$ cat src/rtl/bus_scheduler_if.sv
// Bundle of the request, mux/demux control and strobe signals of the shared 4-bit bus scheduler.
//   master : the scheduler side (samples requests and source data, drives grants and bus control)
//   slave  : the source/sink side (drives requests and source data, observes grants and bus control)
// Optional macro BUS_SCHEDULER_STATS_EN adds the xfer_count[15:0] transfer counter signal.
interface bus_scheduler_if;
  logic [3:0]  req;         // bit i: source i wants the bus
  logic [15:0] src_data;    // source i nibble at [4i+3:4i]
  logic [7:0]  src_dest;    // source i destination code at [2i+1:2i]
  logic [3:0]  gnt;         // one-hot grant to the owning source
  logic [1:0]  mux_sel;     // granted source index
  logic [1:0]  dmux_sel;    // latched destination code
  logic        bus_en;      // mux/demux enable, high only while holding the bus
  logic [3:0]  bus_data;    // latched nibble
  logic [3:0]  dest_valid;  // one-hot destination strobe
  logic        done;        // end-of-transfer pulse
  logic        busy;        // scheduler not idle
`ifdef BUS_SCHEDULER_STATS_EN
  logic [15:0] xfer_count;  // completed transfers, saturating
`endif

  modport master (
    input  req, src_data, src_dest,
    output gnt, mux_sel, dmux_sel, bus_en, bus_data, dest_valid, done, busy
`ifdef BUS_SCHEDULER_STATS_EN
    , output xfer_count
`endif
  );

  modport slave (
    output req, src_data, src_dest,
    input  gnt, mux_sel, dmux_sel, bus_en, bus_data, dest_valid, done, busy
`ifdef BUS_SCHEDULER_STATS_EN
    , input xfer_count
`endif
  );
endinterface

$ cat src/rtl/bus_scheduler.sv
// Round-robin scheduler for a shared 4-bit bus between four sources and four destinations.
// A transfer runs IDLE -> GRANT (1 cycle) -> HOLD (HOLD_CYCLES cycles) -> RELEASE (1 cycle).
// Ports:
//   clk   : system clock, all state updates on the rising edge
//   reset : synchronous active-high reset
//   bus   : bus_scheduler_if.master (requests/source data in; grant, mux/demux control,
//           latched nibble, destination strobe, done and busy out; all outputs registered)
// Parameter HOLD_CYCLES (1..15): cycles the bus is driven per transfer.
// Optional macro BUS_SCHEDULER_STATS_EN adds a saturating 16-bit completed-transfer counter.
module bus_scheduler #(
  parameter int unsigned HOLD_CYCLES = 2
) (
  input logic             clk,
  input logic             reset,
  bus_scheduler_if.master bus
);

  localparam logic [3:0] HoldLoad = 4'(HOLD_CYCLES);

  typedef enum logic [1:0] {StIdle, StGrant, StHold, StRelease} state_e;

  state_e      state_q, state_d;
  logic [1:0]  last_winner_q;
  logic [1:0]  winner;
  logic [1:0]  rr_idx;
  logic        rr_found;
  logic [3:0]  hold_cnt_q, hold_cnt_d;
  logic [1:0]  sel_q, sel_d;
  logic [1:0]  dest_q, dest_d;
  logic [3:0]  data_q, data_d;
  logic [3:0]  gnt_q, gnt_d;
  logic        bus_en_q, bus_en_d;
  logic [3:0]  dest_valid_q, dest_valid_d;
  logic        done_q, done_d;
  logic        busy_q, busy_d;

  // Round-robin search starting just after the previous winner.
  always_comb begin
    winner   = last_winner_q;
    rr_found = 1'b0;
    rr_idx   = 2'd0;
    for (int i = 1; i <= 4; i++) begin
      rr_idx = last_winner_q + 2'(i);
      if (!rr_found && bus.req[rr_idx]) begin
        winner   = rr_idx;
        rr_found = 1'b1;
      end
    end
  end

  // State register, transfer latches and registered outputs.
  always_ff @(posedge clk) begin
    if (reset) begin
      state_q       <= StIdle;
      last_winner_q <= 2'd3;
      hold_cnt_q    <= 4'd0;
      sel_q         <= 2'd0;
      dest_q        <= 2'd0;
      data_q        <= 4'd0;
      gnt_q         <= 4'd0;
      bus_en_q      <= 1'b0;
      dest_valid_q  <= 4'd0;
      done_q        <= 1'b0;
      busy_q        <= 1'b0;
    end else begin
      state_q      <= state_d;
      hold_cnt_q   <= hold_cnt_d;
      sel_q        <= sel_d;
      dest_q       <= dest_d;
      data_q       <= data_d;
      gnt_q        <= gnt_d;
      bus_en_q     <= bus_en_d;
      dest_valid_q <= dest_valid_d;
      done_q       <= done_d;
      busy_q       <= busy_d;
      if (state_q == StRelease) begin
        last_winner_q <= sel_q;
      end
    end
  end

  // Next state; source data is captured only on the IDLE -> GRANT edge.
  always_comb begin
    state_d    = state_q;
    hold_cnt_d = hold_cnt_q;
    sel_d      = sel_q;
    dest_d     = dest_q;
    data_d     = data_q;
    unique case (state_q)
      StIdle: begin
        if (|bus.req) begin
          state_d    = StGrant;
          sel_d      = winner;
          dest_d     = bus.src_dest[{winner, 1'b0} +: 2];
          data_d     = bus.src_data[{winner, 2'b00} +: 4];
          hold_cnt_d = HoldLoad;
        end
      end
      StGrant: state_d = StHold;
      StHold: begin
        // Counter counts HoldLoad..1 and stops at 1, so it never wraps.
        if (hold_cnt_q <= 4'd1) begin
          state_d = StRelease;
        end else begin
          hold_cnt_d = hold_cnt_q - 4'd1;
        end
      end
      StRelease: state_d = StIdle;
      default:   state_d = StIdle;
    endcase
  end

  // Output next-values decoded from the upcoming state so every output is a flop.
  always_comb begin
    gnt_d        = 4'd0;
    bus_en_d     = 1'b0;
    dest_valid_d = 4'd0;
    done_d       = 1'b0;
    busy_d       = (state_d != StIdle);
    unique case (state_d)
      StGrant: gnt_d = 4'b0001 << sel_d;
      StHold: begin
        gnt_d        = 4'b0001 << sel_d;
        bus_en_d     = 1'b1;
        dest_valid_d = 4'b0001 << dest_d;
      end
      StRelease: done_d = 1'b1;
      default: ;
    endcase
  end

  assign bus.gnt        = gnt_q;
  assign bus.mux_sel    = sel_q;
  assign bus.dmux_sel   = dest_q;
  assign bus.bus_en     = bus_en_q;
  assign bus.bus_data   = data_q;
  assign bus.dest_valid = dest_valid_q;
  assign bus.done       = done_q;
  assign bus.busy       = busy_q;

`ifdef BUS_SCHEDULER_STATS_EN
  logic [15:0] xfer_count_q;

  always_ff @(posedge clk) begin
    if (reset) begin
      xfer_count_q <= 16'd0;
    end else if (done_q && (xfer_count_q != 16'hFFFF)) begin
      xfer_count_q <= xfer_count_q + 16'd1;
    end
  end

  assign bus.xfer_count = xfer_count_q;
`endif

endmodule

$ cat src/flat_wrapper.sv
// flat-port wrapper written by rule: the top's interface ports become plain ports
module bus_scheduler_flat 
#(
  parameter int unsigned HOLD_CYCLES = 2
)
  (clk, reset, bus_req, bus_src_data, bus_src_dest, bus_gnt, bus_mux_sel, bus_dmux_sel, bus_bus_en, bus_bus_data, bus_dest_valid, bus_done, bus_busy);
  bus_scheduler_if bus_i ();
  input logic clk;
  input logic reset;
  input wire logic [$bits(bus_i.req)-1:0] bus_req;
  input wire logic [$bits(bus_i.src_data)-1:0] bus_src_data;
  input wire logic [$bits(bus_i.src_dest)-1:0] bus_src_dest;
  output wire logic [$bits(bus_i.gnt)-1:0] bus_gnt;
  output wire logic [$bits(bus_i.mux_sel)-1:0] bus_mux_sel;
  output wire logic [$bits(bus_i.dmux_sel)-1:0] bus_dmux_sel;
  output wire logic [$bits(bus_i.bus_en)-1:0] bus_bus_en;
  output wire logic [$bits(bus_i.bus_data)-1:0] bus_bus_data;
  output wire logic [$bits(bus_i.dest_valid)-1:0] bus_dest_valid;
  output wire logic [$bits(bus_i.done)-1:0] bus_done;
  output wire logic [$bits(bus_i.busy)-1:0] bus_busy;
  assign bus_i.req = bus_req;
  assign bus_i.src_data = bus_src_data;
  assign bus_i.src_dest = bus_src_dest;
  assign bus_gnt = bus_i.gnt;
  assign bus_mux_sel = bus_i.mux_sel;
  assign bus_dmux_sel = bus_i.dmux_sel;
  assign bus_bus_en = bus_i.bus_en;
  assign bus_bus_data = bus_i.bus_data;
  assign bus_dest_valid = bus_i.dest_valid;
  assign bus_done = bus_i.done;
  assign bus_busy = bus_i.busy;
  bus_scheduler #(.HOLD_CYCLES(HOLD_CYCLES)) u_core (.clk(clk), .reset(reset), .bus(bus_i));
endmodule
$ cat config.mk
export PLATFORM = sky130hd
export DESIGN_NAME = bus_scheduler_flat
export DESIGN_NICKNAME = d
export VERILOG_FILES = /design/src/rtl/bus_scheduler_if.sv /design/src/rtl/bus_scheduler.sv /design/src/flat_wrapper.sv
export SDC_FILE = /design/constraint.sdc
export NUM_CORES = 1
export LEC_CHECK = 0
export CELL_PAD_IN_SITES_DETAIL_PLACEMENT = 1
export CELL_PAD_IN_SITES_GLOBAL_PLACEMENT = 1
export CORE_ASPECT_RATIO = 0.75
export CORE_UTILIZATION = 33
export DETAILED_ROUTE_END_ITERATION = 8
export MAX_ROUTING_LAYER = met4
export PLACE_DENSITY_LB_ADDON = 0.05
export SYNTH_ARGS = -nofsm -noshare
export SYNTH_HDL_FRONTEND = slang
export SYNTH_SLANG_ARGS = --single-unit
$ cat constraint.sdc
create_clock -name clk -period 2.8 [get_ports clk]
set_clock_uncertainty 0.05 [all_clocks]
set_input_delay 0.28 -clock clk [delete_from_list [all_inputs] [get_ports clk]]
set_output_delay 0.28 -clock clk [all_outputs]
set_load 0.005 [all_outputs]
==> results by group <==
Logic synthesis
  – Cell with the most instances after synthesis: dfxtp_1
  – Dominant cells by area after synthesis: dfxtp_1, ha_1, mux2i_1, nor2_1, o31ai_1
  – Async set or reset register ratio after synthesis: 0
  – Leading area contributor after synthesis: dfxtp_1
  – Area fraction of the dominant cell type after synthesis: 0.368
  – Most used DFF post-synth: dfxtp_1
  – Synth cell count leaders: dfxtp_1, nor2_1, ha_1
  – Mapped Cells: 153
  – Synth unique cells: 37
  – Post-Syn Area: 1470 um^2
  – Mean Syn Cell Area: 9.59 um^2
  – Syn. warnings: 0
  – Post-synth EDFFs: 0
  – Yosys reg bits: 27
  – Register area share after synthesis: 0.368
  – Syn Nets: 192

Critical path
  – Slowest cell on crit path: clkdlybuf4s50_1
  – CP peak stage delay: 0.48 ns
  – Worst setup EP type: register
  – CP required: 2.94 ns
  – Worst EP arrival: 2.35 ns
  – Crit Path Class: in -> reg
  – Crit-path max FO: 4
  – Crit-path cells: clkdlybuf4s50_1 > nor4_1 > buf_4 > a21oi_1 > o22ai_1 > ha_1 > nor2b_1 > nand2b_1 > o31ai_1
  – CP startpoint kind: input port

Floorplan
  – Die width: 79.0 um
  – Num rows: 20
  – Starting Density: 0.353
  – Die Y: 59.8 um
  – Num ports: 49
  – Core area: 4150 um^2
  – Die ar.: 4720 um^2

Finish
  – Final-stage net count: 246
  – Final Cell Area: 2070 um^2
  – Finished Core Util: 0.499
  – Share of layout cells above drive strength 1: 0.112
  – Area grow syn2layout: 41.3%
  – Antenna diodes: 0

Power
  – Flop pwr share: 0.319
  – Worst VDD drop: 0.411 mV
  – Sw Pwr: 0.730 mW
  – Int Power: 1.16 mW
  – P_leak: 0.806 nW
  – Comb power frac: 0.558
  – Sw frac: 0.387
  – PwrDens: 909 nW/um^2
  – Clock Power Share: 0.123

Placement
  – Hpwl dp: 3.24 mm
  – GP Congestion: 0.708
  – Post-DP Area: 2020 um^2
  – Count of buffers from port buffering: 48
  – Place WS: 0.326 ns

Clocking
  – Clk slew on worst S/H paths: 0.10 ns
  – Postcts setup bufs: 0
  – Worst-Skew Late Latency: 0.28 ns
  – Post-CTS Hold Buffers: 0
  – Sink Count: 27
  – Root buf cell: clkbuf_8
  – CTS tree: done
  – Post_cts resized: 0
  – H-tree Lvls: 1
  – Max Root-Sink Buffers: 2
  – Cts bufs inserted: 3

GRT
  – First-pass GRT wire length: 6.61 mm
  – GR Overflow Total: 0
  – Total GRT Usage: 0.187
  – Initial antenna violation count: 0
  – Vias in the first global route: 1433
  – Largest net degree at the start of global routing: 18

STA
  – Relative slew margins: 0.664
  – Final min period: 2.21 ns
  – Max Freq: 0.453 GHz
  – Fin. Hold Viols: 0
  – Final period util: 0.789
  – RSZ-0062 raised after global routing: false
  – Finish-stage setup viols: 0
  – Worst slew pin tran: 0.502 ns
  – Final setup margin: 0.590 ns
  – Max Slew Vio Count: 0
  – Final setup TNS: 0 ns

Drt
  – Post-route antenna net violation count: 0
  – Iteration-0 DRC Markers: 45
  – Drc violations: 0
  – Via count: 1305
  – TritonRoute pass-1 iters: 4
  – Drt via density: 5.00
  – Final WL: 4.03 mm
  – Wire per inst: 15.4 um

Hold path
  – Min-Delay Path Class: reg -> reg

Status
  – Status: complete, no violations

Flow run
  – Max Cap Viol: 0
==> registers in the layout, summed over array words and instances (netlist names) <==
name,flops
u_core.bus.dmux_sel,2
u_core.hold_cnt_q,4
u_core.state_q,2
u_core.bus.gnt,4
u_core.bus.bus_data,4
u_core.bus.bus_en,1
u_core.bus.dest_valid,4
u_core.bus.busy,1
u_core.bus.mux_sel,2
u_core.last_winner_q,2
u_core.bus.done,1
==> power groups by stage <==
stage	registers, mW	clock network, mW	logic (mW)
floorplan	0.598	0	0.655
detailed placement	0.609	0	1.06
CTS	0.602	0.243	1.07
global placement	0.600	0	1.02
finish	0.601	0.233	1.05
global route	0.616	0.260	1.18
==> per-layer routing <==
metal / vias up / track usage / routed length [um]
met5: - / - / 0
met4: 0 / 0.0390 / 27
met3: 4 / 0.0427 / 226
met2: 35 / 0.335 / 1900
met1: 618 / 0.217 / 1880
li1: 648 / - / -
==> kinds of logic (layout without fill, tap and decap cells) <==
family,Yosys count,in the layout,share of synthesized area
compound gates,35,35,0.187
xor+xnor,2,2,0.0119
fa+ha+maj,9,9,0.0767
buf+inv,14,67,0.0520
flops,27,27,0.368
mux,14,14,0.116
simple gates,52,52,0.188
==> critical path: cells and delay by family <==
kind	cells	cell delay [ns]
AND/OR/NAND/NOR	3	0.74
AO/OA/AOI/OAI	3	0.48
buffers and inverters	2	0.67
adder cells (fa/ha/maj)	1	0.18
==> placed cells by master (no fill, tap or decap), types with 7 or more instances in the layout <==
master	instances
mux2i_1	8
clkdlybuf4s50_1	48
buf_4	7
nor2_1	16
inv_1	8
o31ai_1	8
ha_1	9
nand2_1	8
dfxtp_1	27
a21oi_1	7
==> area by class of cell <==
| class | count | area [um^2] |
|---|---|---|
| timing repair buffer | 55 | 533 |
| multi-input combinational | 112 | 851 |
| clock inverter | 1 | 8.76 |
| clock buffer | 3 | 41.3 |
| sequential | 27 | 541 |
| fill | 499 | 2080 |
| tap | 55 | 68.8 |
| inverter | 8 | 30.0 |
==> worst paths after layout <==
kind / start / endpoint / slack (ns) / cells after the start
max: bus_req[1] / u_core.bus.dest_valid[3]$_SDFF_PP0_ / 0.59 / 9
min: u_core.bus.bus_data[3]$_SDFFE_PP0P_ / u_core.bus.bus_data[3]$_SDFFE_PP0P_ / 0.44 / 2
max reg2reg: u_core.hold_cnt_q[0]$_SDFFE_PP0P_ / u_core.bus.dest_valid[3]$_SDFF_PP0_ / 0.71 / 11
min reg2reg: u_core.bus.bus_data[3]$_SDFFE_PP0P_ / u_core.bus.bus_data[3]$_SDFFE_PP0P_ / 0.44 / 2
==> stage by stage <==
step	hold slack [ns]	std cells	power [mW]
2_1_floorplan	0.302	153	1.25
3_3_place_gp	0.419	257	1.62
3_5_place_dp	0.433	257	1.67
4_1_cts	0.449	261	1.91
5_1_grt	0.474	261	2.05
6_report	0.443	261	1.89
No activity file was read; power rests on OpenSTA's default activity.
